**src/rtl/fifo_pkg.sv**
```systemverilog
// Shared helpers for the dual-clock FIFO pointer logic: wrap-aware pointer
// increment, pointer distance and parameter legality.
package fifo_pkg;

  localparam int unsigned PTR_MAX_W = 16;

  typedef logic [PTR_MAX_W-1:0] ptr_wide_t;
  typedef logic [PTR_MAX_W:0]   cnt_wide_t;

  // Pointers are {wrap, index}; the index runs 0..depth-1 and the wrap bit
  // toggles each time the index rolls over, so depth need not be a power of two.
  function automatic ptr_wide_t ptr_incr(input ptr_wide_t ptr,
                                         input int unsigned addrsize,
                                         input int unsigned depth);
    ptr_wide_t wrap_bit;
    ptr_wide_t idx;
    wrap_bit = ptr_wide_t'(1) << (addrsize - 1);
    idx      = ptr & (wrap_bit - ptr_wide_t'(1));
    if (idx == ptr_wide_t'(depth - 1))
      return (ptr & wrap_bit) ^ wrap_bit;
    return ptr + ptr_wide_t'(1);
  endfunction

  function automatic cnt_wide_t ptr_dist(input ptr_wide_t wptr,
                                         input ptr_wide_t rptr,
                                         input int unsigned addrsize,
                                         input int unsigned depth);
    ptr_wide_t wrap_bit;
    cnt_wide_t w_idx;
    cnt_wide_t r_idx;
    wrap_bit = ptr_wide_t'(1) << (addrsize - 1);
    w_idx    = {1'b0, wptr & (wrap_bit - ptr_wide_t'(1))};
    r_idx    = {1'b0, rptr & (wrap_bit - ptr_wide_t'(1))};
    if ((wptr & wrap_bit) == (rptr & wrap_bit))
      return w_idx - r_idx;
    return cnt_wide_t'(depth) - r_idx + w_idx;
  endfunction

  function automatic bit params_legal(input int unsigned addrsize,
                                      input int unsigned depth,
                                      input int unsigned almost_empty);
    if (addrsize < 2 || addrsize > PTR_MAX_W) return 1'b0;
    if (depth < 2 || depth > (32'd1 << (addrsize - 1))) return 1'b0;
    if (almost_empty >= depth) return 1'b0;
    return 1'b1;
  endfunction

endpackage

```
**src/rtl/fifo_ptr_cnt.sv**
```systemverilog
// Wrap-bit pointer counter for a FIFO of arbitrary depth; shared by the
// read and write controllers.
module fifo_ptr_cnt
  import fifo_pkg::*;
#(
  parameter int ADDRSIZE = 8,
  parameter int DEPTH    = 90
) (
  input  logic                clk,
  input  logic                rst,
  input  logic                en,
  output logic [ADDRSIZE-1:0] ptr
);

  logic [ADDRSIZE-1:0] ptr_reg;
  logic [ADDRSIZE-1:0] ptr_next;
  ptr_wide_t           ptr_wide;
  ptr_wide_t           incr_wide;

  assign ptr_wide  = ptr_wide_t'(ptr_reg);
  assign incr_wide = ptr_incr(ptr_wide, ADDRSIZE, DEPTH);
  assign ptr_next  = en ? incr_wide[ADDRSIZE-1:0] : ptr_reg;

  generate
    if (ADDRSIZE < PTR_MAX_W) begin : g_unused_hi
      logic unused_incr_hi;
      assign unused_incr_hi = ^incr_wide[PTR_MAX_W-1:ADDRSIZE];
    end
  endgenerate

  always_ff @(posedge clk or posedge rst) begin
    if (rst) ptr_reg <= '0;
    else     ptr_reg <= ptr_next;
  end

  assign ptr = ptr_reg;

endmodule

```
**src/rtl/fifo_read_ctrl.sv**
```systemverilog
// Read-side controller of the dual-clock FIFO: advances the read pointer and
// derives empty/almost-empty/count, read-data-valid and sticky underflow.
module fifo_read_ctrl
  import fifo_pkg::*;
#(
  parameter int ADDRSIZE     = 8,
  parameter int DEPTH        = 90,
  parameter int ALMOST_EMPTY = 4
) (
  input  logic                rd_clk,
  input  logic                rd_rst,
  input  logic                rd_en,
  input  logic [ADDRSIZE-1:0] wptr,
  input  logic                uflow_clr,
  output logic [ADDRSIZE-1:0] rptr,
  output logic [ADDRSIZE-2:0] raddr,
  output logic                rempty,
  output logic                ralmost_empty,
  output logic [ADDRSIZE-1:0] rcount,
  output logic                rvalid,
  output logic                runderflow
);

  generate
    if (!params_legal(ADDRSIZE, DEPTH, ALMOST_EMPTY)) begin : g_bad_params
      $error("fifo_read_ctrl: illegal ADDRSIZE/DEPTH/ALMOST_EMPTY combination");
    end
  endgenerate

  logic                rd_accept;
  logic                rd_reject;
  logic [ADDRSIZE-1:0] rptr_cur;
  cnt_wide_t           dist_wide;
  logic                rvalid_reg;
  logic                runderflow_reg;

  fifo_ptr_cnt #(
    .ADDRSIZE (ADDRSIZE),
    .DEPTH    (DEPTH)
  ) u_rptr (
    .clk (rd_clk),
    .rst (rd_rst),
    .en  (rd_accept),
    .ptr (rptr_cur)
  );

  // Flags are purely combinational so a new wptr is visible the same cycle.
  assign rempty        = (wptr == rptr_cur);
  assign dist_wide     = ptr_dist(ptr_wide_t'(wptr), ptr_wide_t'(rptr_cur), ADDRSIZE, DEPTH);
  assign rcount        = dist_wide[ADDRSIZE-1:0];
  assign ralmost_empty = (rcount <= ADDRSIZE'(ALMOST_EMPTY));

  generate
    if (ADDRSIZE < PTR_MAX_W + 1) begin : g_unused_dist
      logic unused_dist_hi;
      assign unused_dist_hi = ^dist_wide[PTR_MAX_W:ADDRSIZE];
    end
  endgenerate

  assign rd_accept = rd_en && !rempty;
  assign rd_reject = rd_en && rempty;

  always_ff @(posedge rd_clk or posedge rd_rst) begin
    if (rd_rst) begin
      rvalid_reg     <= 1'b0;
      runderflow_reg <= 1'b0;
    end else begin
      rvalid_reg <= rd_accept;
      // Set has priority over a same-cycle clear.
      if (rd_reject)      runderflow_reg <= 1'b1;
      else if (uflow_clr) runderflow_reg <= 1'b0;
    end
  end

  assign rptr       = rptr_cur;
  assign raddr      = rptr_cur[ADDRSIZE-2:0];
  assign rvalid     = rvalid_reg;
  assign runderflow = runderflow_reg;

endmodule

```
**config.mk**
```make
export PLATFORM = sky130hd
export DESIGN_NAME = fifo_read_ctrl
export DESIGN_NICKNAME = d
export VERILOG_FILES = /design/src/rtl/fifo_pkg.sv /design/src/rtl/fifo_ptr_cnt.sv /design/src/rtl/fifo_read_ctrl.sv
export SDC_FILE = /design/constraint.sdc
export NUM_CORES = 1
export LEC_CHECK = 0
export ABC_AREA = 1
export BUFFER_PORTS_ARGS = -buffer_cell sky130_fd_sc_hd__buf_2
export CORE_UTILIZATION = 52
export CTS_CLUSTER_SIZE = 24
export DETAILED_ROUTE_END_ITERATION = 10
export GPL_TIMING_DRIVEN = 0
export PLACE_DENSITY = 0.87
export SETUP_SLACK_MARGIN = 0.02
export SLEW_MARGIN = 10
export SYNTH_ARGS = -nofsm -noshare
export SYNTH_HDL_FRONTEND = slang
export SYNTH_SLANG_ARGS = --single-unit
export TNS_END_PERCENT = 5
```
**constraint.sdc**
```tcl
create_clock -name rd_clk -period 3.13 [get_ports rd_clk]
set_input_delay 0.313 -clock rd_clk [delete_from_list [all_inputs] [get_ports rd_clk]]
set_output_delay 0.313 -clock rd_clk [all_outputs]
set_load 0.005 [all_outputs]
```
==> impl_results.html <==
<table>
<tr><th>Metric</th><th>Value</th></tr>
<tr><th colspan="2">Final layout</th></tr>
<tr><td>Count of inserted antenna diode cells</td><td>0</td></tr>
<tr><td>Number of filler instances in the final layout</td><td>238</td></tr>
<tr><td>Layout Cell Area excl Fill</td><td>0.001639 mm2</td></tr>
<tr><td>Signed area change from the synthesized netlist to the final layout</td><td>18.98%</td></tr>
<tr><td>Flip-flop count of the largest register after layout</td><td>8</td></tr>
<tr><td>Proportion of layout cells with a drive suffix above 1</td><td>26.34%</td></tr>
<tr><td>Number of nets in the finished design</td><td>278</td></tr>
<tr><th colspan="2">Power and ir drop</th></tr>
<tr><td>Max VDD drop</td><td>0.0006167 V</td></tr>
<tr><td>Share of power burned in combinational logic</td><td>76.1%</td></tr>
<tr><td>Switching power of the nets</td><td>0.7776 mW</td></tr>
<tr><td>Switching part of the total</td><td>51.58%</td></tr>
<tr><td>Pwr per Cell Area</td><td>919.7 mW/mm2</td></tr>
<tr><td>Lkg Pwr</td><td>0.9780 nW</td></tr>
<tr><td>Proportion of power drawn by the clock network</td><td>5.8%</td></tr>
<tr><td>Internal cell power</td><td>0.7299 mW</td></tr>
<tr><td>Portion of total power attributed to sequential cells</td><td>18.1%</td></tr>
<tr><th colspan="2">Detailed routing</th></tr>
<tr><td>Average wire per cell in the routed design</td><td>10.51 um</td></tr>
<tr><td>DR iter-0 viols</td><td>37</td></tr>
<tr><td>Overall via count from detail_route</td><td>1,378</td></tr>
<tr><td>Wire length on met2</td><td>1.399 mm</td></tr>
<tr><td>Detailed-route vias per instance</td><td>5.048</td></tr>
<tr><td>Met1 wire length</td><td>1.299 mm</td></tr>
<tr><td>Total routed wirelength</td><td>2.869 mm</td></tr>
<tr><td>Iteration count of the initial detailed-routing pass</td><td>4</td></tr>
<tr><td>Number of antenna-violating nets in the routed design</td><td>0</td></tr>
<tr><td>DRC violations left</td><td>0</td></tr>
<tr><td>Detailed-routed wire length on met3</td><td>112 um</td></tr>
<tr><td>Top sig layer</td><td>met4</td></tr>
<tr><th colspan="2">Logic synthesis</th></tr>
<tr><td>Yosys Warn Count</td><td>0</td></tr>
<tr><td>Number of enable flip-flop cells after synthesis</td><td>0</td></tr>
<tr><td>Post-synthesis average cell area</td><td>6.854 um2</td></tr>
<tr><td>Post-synthesis instance area</td><td>0.001378 mm2</td></tr>
<tr><td>Net count of the mapped netlist</td><td>234</td></tr>
<tr><td>Count of cell types in the netlist</td><td>25</td></tr>
<tr><td>Most used flip-flop cell after synthesis</td><td>sky130_fd_sc_hd__dfrtp_1</td></tr>
<tr><td>Cell count after synthesis</td><td>201</td></tr>
<tr><td>Post-synthesis sequential area ratio</td><td>18.17%</td></tr>
<tr><td>Flop and latch count out of synthesis</td><td>10</td></tr>
<tr><td>Async set or reset register ratio after synthesis</td><td>100.0%</td></tr>
<tr><th colspan="2">STA</th></tr>
<tr><td>Worst Clk Skew</td><td>8.927 ps</td></tr>
<tr><td>Final Hold Fails</td><td>3</td></tr>
<tr><td>Fin. max-slew vios</td><td>0</td></tr>
<tr><td>Max_slew headroom</td><td>70.88%</td></tr>
<tr><td>Worst-margin pin slew</td><td>436.8 ps</td></tr>
<tr><td>FMAX</td><td>345.1 MHz</td></tr>
<tr><td>Setup violation total in the final timing report</td><td>0</td></tr>
<tr><td>Hold slack</td><td>-0.7558 ps</td></tr>
<tr><td>Post-route fraction of the period consumed by the critical path</td><td>92.57%</td></tr>
<tr><td>Minimum period implied by the final worst setup slack</td><td>2898 ps</td></tr>
<tr><td>Setup TNS</td><td>0 ps</td></tr>
<tr><td>Setup repair after global routing missed its margin</td><td>false</td></tr>
<tr><th colspan="2">Placement</th></tr>
<tr><td>Count of input and output buffers</td><td>38</td></tr>
<tr><td>Final HPWL from detailed placement</td><td>2.430 mm</td></tr>
<tr><td>Gpl congestion</td><td>0.8497</td></tr>
<tr><td>Area of placed instances</td><td>0.001605 mm2</td></tr>
<tr><th colspan="2">Status</th></tr>
<tr><td>Outcome</td><td>finished with violations</td></tr>
<tr><td>Violations in the final reports</td><td>negative hold slack</td></tr>
<tr><th colspan="2">Clocking</th></tr>
<tr><td>Clock-pin slew on the worst setup and hold paths</td><td>60 ps</td></tr>
<tr><td>Worst skew pair latency</td><td>270 ps</td></tr>
<tr><td>Largest buffer count on any clock path</td><td>2</td></tr>
<tr><td>Clock tree from TritonCTS</td><td>built</td></tr>
<tr><td>TritonCTS Buffers</td><td>3</td></tr>
<tr><td>Post-CTS Hold Buffers</td><td>0</td></tr>
<tr><td>Root buffer cell</td><td>sky130_fd_sc_hd__clkbuf_4</td></tr>
<tr><td>Clock H-tree levels</td><td>1</td></tr>
<tr><td>Clk sinks</td><td>10</td></tr>
<tr><th colspan="2">Setup path</th></tr>
<tr><td>Worst setup EP type</td><td>output pin</td></tr>
<tr><td>CP Class</td><td>reg2out</td></tr>
<tr><td>Highest fanout seen on the critical path</td><td>3</td></tr>
<tr><td>Library cell appearing most often on the critical path</td><td>sky130_fd_sc_hd__nand2_1</td></tr>
<tr><td>Arrival time of data at the critical path endpoint</td><td>2580 ps</td></tr>
<tr><td>Setup crit start kind</td><td>register</td></tr>
<tr><td>Crit path cell chain</td><td>ha_1, inv_1, ha_1, fa_1, nand2_1, inv_1, nand3_1, nand2_1, nand2_1, nand3_1, nand3_1, nand2_1, nor3_1, buf_2</td></tr>
<tr><td>Required time at the worst-slack endpoint</td><td>2820 ps</td></tr>
<tr><td>Largest stage delay on the critical path</td><td>430 ps</td></tr>
<tr><td>Worst-path cell with the longest stage delay</td><td>sky130_fd_sc_hd__dfrtp_2</td></tr>
<tr><th colspan="2">Run</th></tr>
<tr><td>Count of max-cap constraint violations</td><td>0</td></tr>
<tr><th colspan="2">Global route</th></tr>
<tr><td>GR Overflow Total</td><td>0</td></tr>
<tr><td>Vias in the first global route</td><td>1,201</td></tr>
<tr><td>Global-route wire length before repair</td><td>4.678 mm</td></tr>
<tr><td>Pin count of the biggest net entering global routing</td><td>11</td></tr>
<tr><td>Antenna violations before repair</td><td>0</td></tr>
<tr><td>GR Util All Layers</td><td>22.56%</td></tr>
<tr><th colspan="2">Floorplanning</th></tr>
<tr><td>Standard-cell rows</td><td>18</td></tr>
<tr><td>Die area</td><td>0.002859 mm2</td></tr>
<tr><td>Core Area</td><td>0.002500 mm2</td></tr>
<tr><td>Chip width</td><td>53.47 um</td></tr>
<tr><td>Number of top-level pins</td><td>39</td></tr>
<tr><td>Die Height</td><td>53.47 um</td></tr>
<tr><td>Starting density of the core</td><td>55.11%</td></tr>
<tr><th colspan="2">Hold path</th></tr>
<tr><td>Worst min-delay path category</td><td>in2async</td></tr>
</table>
## power by group through the flow
stage	Sequential, mW	Combinational (mW)	Clock (mW)
after global placement	0.278	1.09	0
after floorplan	0.263	0.813	0
after detailed placement	0.280	1.12	0
after CTS	0.279	1.13	0.0883
after global routing	0.284	1.33	0.0907
final	0.273	1.15	0.0873
## cell type report
class	instances	area, um2	share of cell area, %
Multi-Input combinational cell	140	909.6	55.50
Sequential cell	10	254.0	15.50
Timing Repair Buffer	39	197.7	12.06
Inverter	44	165.2	10.08
Buffer	7	52.55	3.206
Tap cell	30	37.54	2.290
Clock buffer	3	22.52	1.374
## path summary, 6_finish.rpt
| path | start | slack (ps) | cells past startpoint | end |
|---|---|---|---|---|
| worst max-delay path | u_rptr.ptr[1] | 230 | 14 | ralmost_empty |
| worst min-delay path | rd_rst | -0.8 | 2 | u_rptr.ptr[6] |
| worst max register to register | u_rptr.ptr[2] | 1190 | 10 | u_rptr.ptr[7] |
| worst min register to register | runderflow | 530 | 2 | runderflow |
| max in group asynchronous | rd_rst | 2830 | 2 | u_rptr.ptr[0] |
| min in group rd_clk | uflow_clr | 240 | 2 | runderflow |
## cell usage after synthesis, types with 2 or more instances
library cell,instances,area [um2]
sky130_fd_sc_hd__a21oi_1,6,30.03
sky130_fd_sc_hd__buf_4,7,52.55
sky130_fd_sc_hd__dfrtp_1,10,250.2
sky130_fd_sc_hd__fa_1,4,80.08
sky130_fd_sc_hd__ha_1,17,212.7
sky130_fd_sc_hd__inv_1,41,153.9
sky130_fd_sc_hd__inv_2,3,11.26
sky130_fd_sc_hd__nand2_1,47,176.4
sky130_fd_sc_hd__nand2_4,4,45.04
sky130_fd_sc_hd__nand3_1,28,140.1
sky130_fd_sc_hd__nor2_1,8,30.03
sky130_fd_sc_hd__nor3_1,3,15.01
sky130_fd_sc_hd__nor4_1,2,12.51
sky130_fd_sc_hd__o21ai_0,6,30.03
sky130_fd_sc_hd__xnor2_1,2,17.52
sky130_fd_sc_hd__xor2_1,4,35.03
## cell families (layout without fill, tap and decap cells)
| group | after synthesis | count (layout) | synth area share (%) |
|---|---|---|---|
| fa+ha+maj | 21 | 21 | 21.25 |
| flops | 10 | 10 | 18.17 |
| simple gates | 97 | 97 | 34.33 |
| xor+xnor | 6 | 6 | 3.815 |
| buf+inv | 51 | 93 | 15.80 |
| compound gates | 16 | 16 | 6.631 |
## cell usage in the layout (no fill, tap or decap), types with 3 or more instances in the layout
cell type                  count
sky130_fd_sc_hd__a21oi_1       6
sky130_fd_sc_hd__buf_2        38
sky130_fd_sc_hd__buf_4         8
sky130_fd_sc_hd__clkbuf_4      3
sky130_fd_sc_hd__dfrtp_1       7
sky130_fd_sc_hd__dfrtp_2       3
sky130_fd_sc_hd__fa_1          4
sky130_fd_sc_hd__ha_1         17
sky130_fd_sc_hd__inv_1        41
sky130_fd_sc_hd__inv_2         3
sky130_fd_sc_hd__nand2_1      47
sky130_fd_sc_hd__nand2_4       4
sky130_fd_sc_hd__nand3_1      28
sky130_fd_sc_hd__nor2_1        8
sky130_fd_sc_hd__nor3_1        3
sky130_fd_sc_hd__o21ai_0       6
sky130_fd_sc_hd__xor2_1        4
## repair_timing
action | 4_1_cts | 5_1_grt
setup endpoints to repair | 0 | 1
resized for setup | 0 | 3
setup buffers | 0 | 1
## worst max-delay path: cells and delay by family, from the launching register on
kind	cells	cell delay, ps
flip-flops	1	430
adder cells (fa/ha/maj)	3	960
buffers and inverters	3	240
AND/OR/NAND/NOR	8	710
## metal layers
layer / vias up / track usage (%)
met5: - / 0
met4: 0 / 11.84
met3: 6 / 1.724
met2: 41 / 40.00
met1: 617 / 26.53
li1: 714 / -
## through the flow
step                util, %  worst slack [ps]  instances  hold slack [ps]  total power, mW
floorplan                 -             686.3        201            153.2            1.076
global placement      64.21             486.5        269            299.4            1.368
detailed placement    64.21             433.1        269            300.7            1.403
CTS                   65.12             139.0        272            12.81            1.493
global route          65.57             26.05        273            34.76            1.703
finish                65.57             232.4        273          -0.7558            1.508
(Power assumes the default switching activity.)
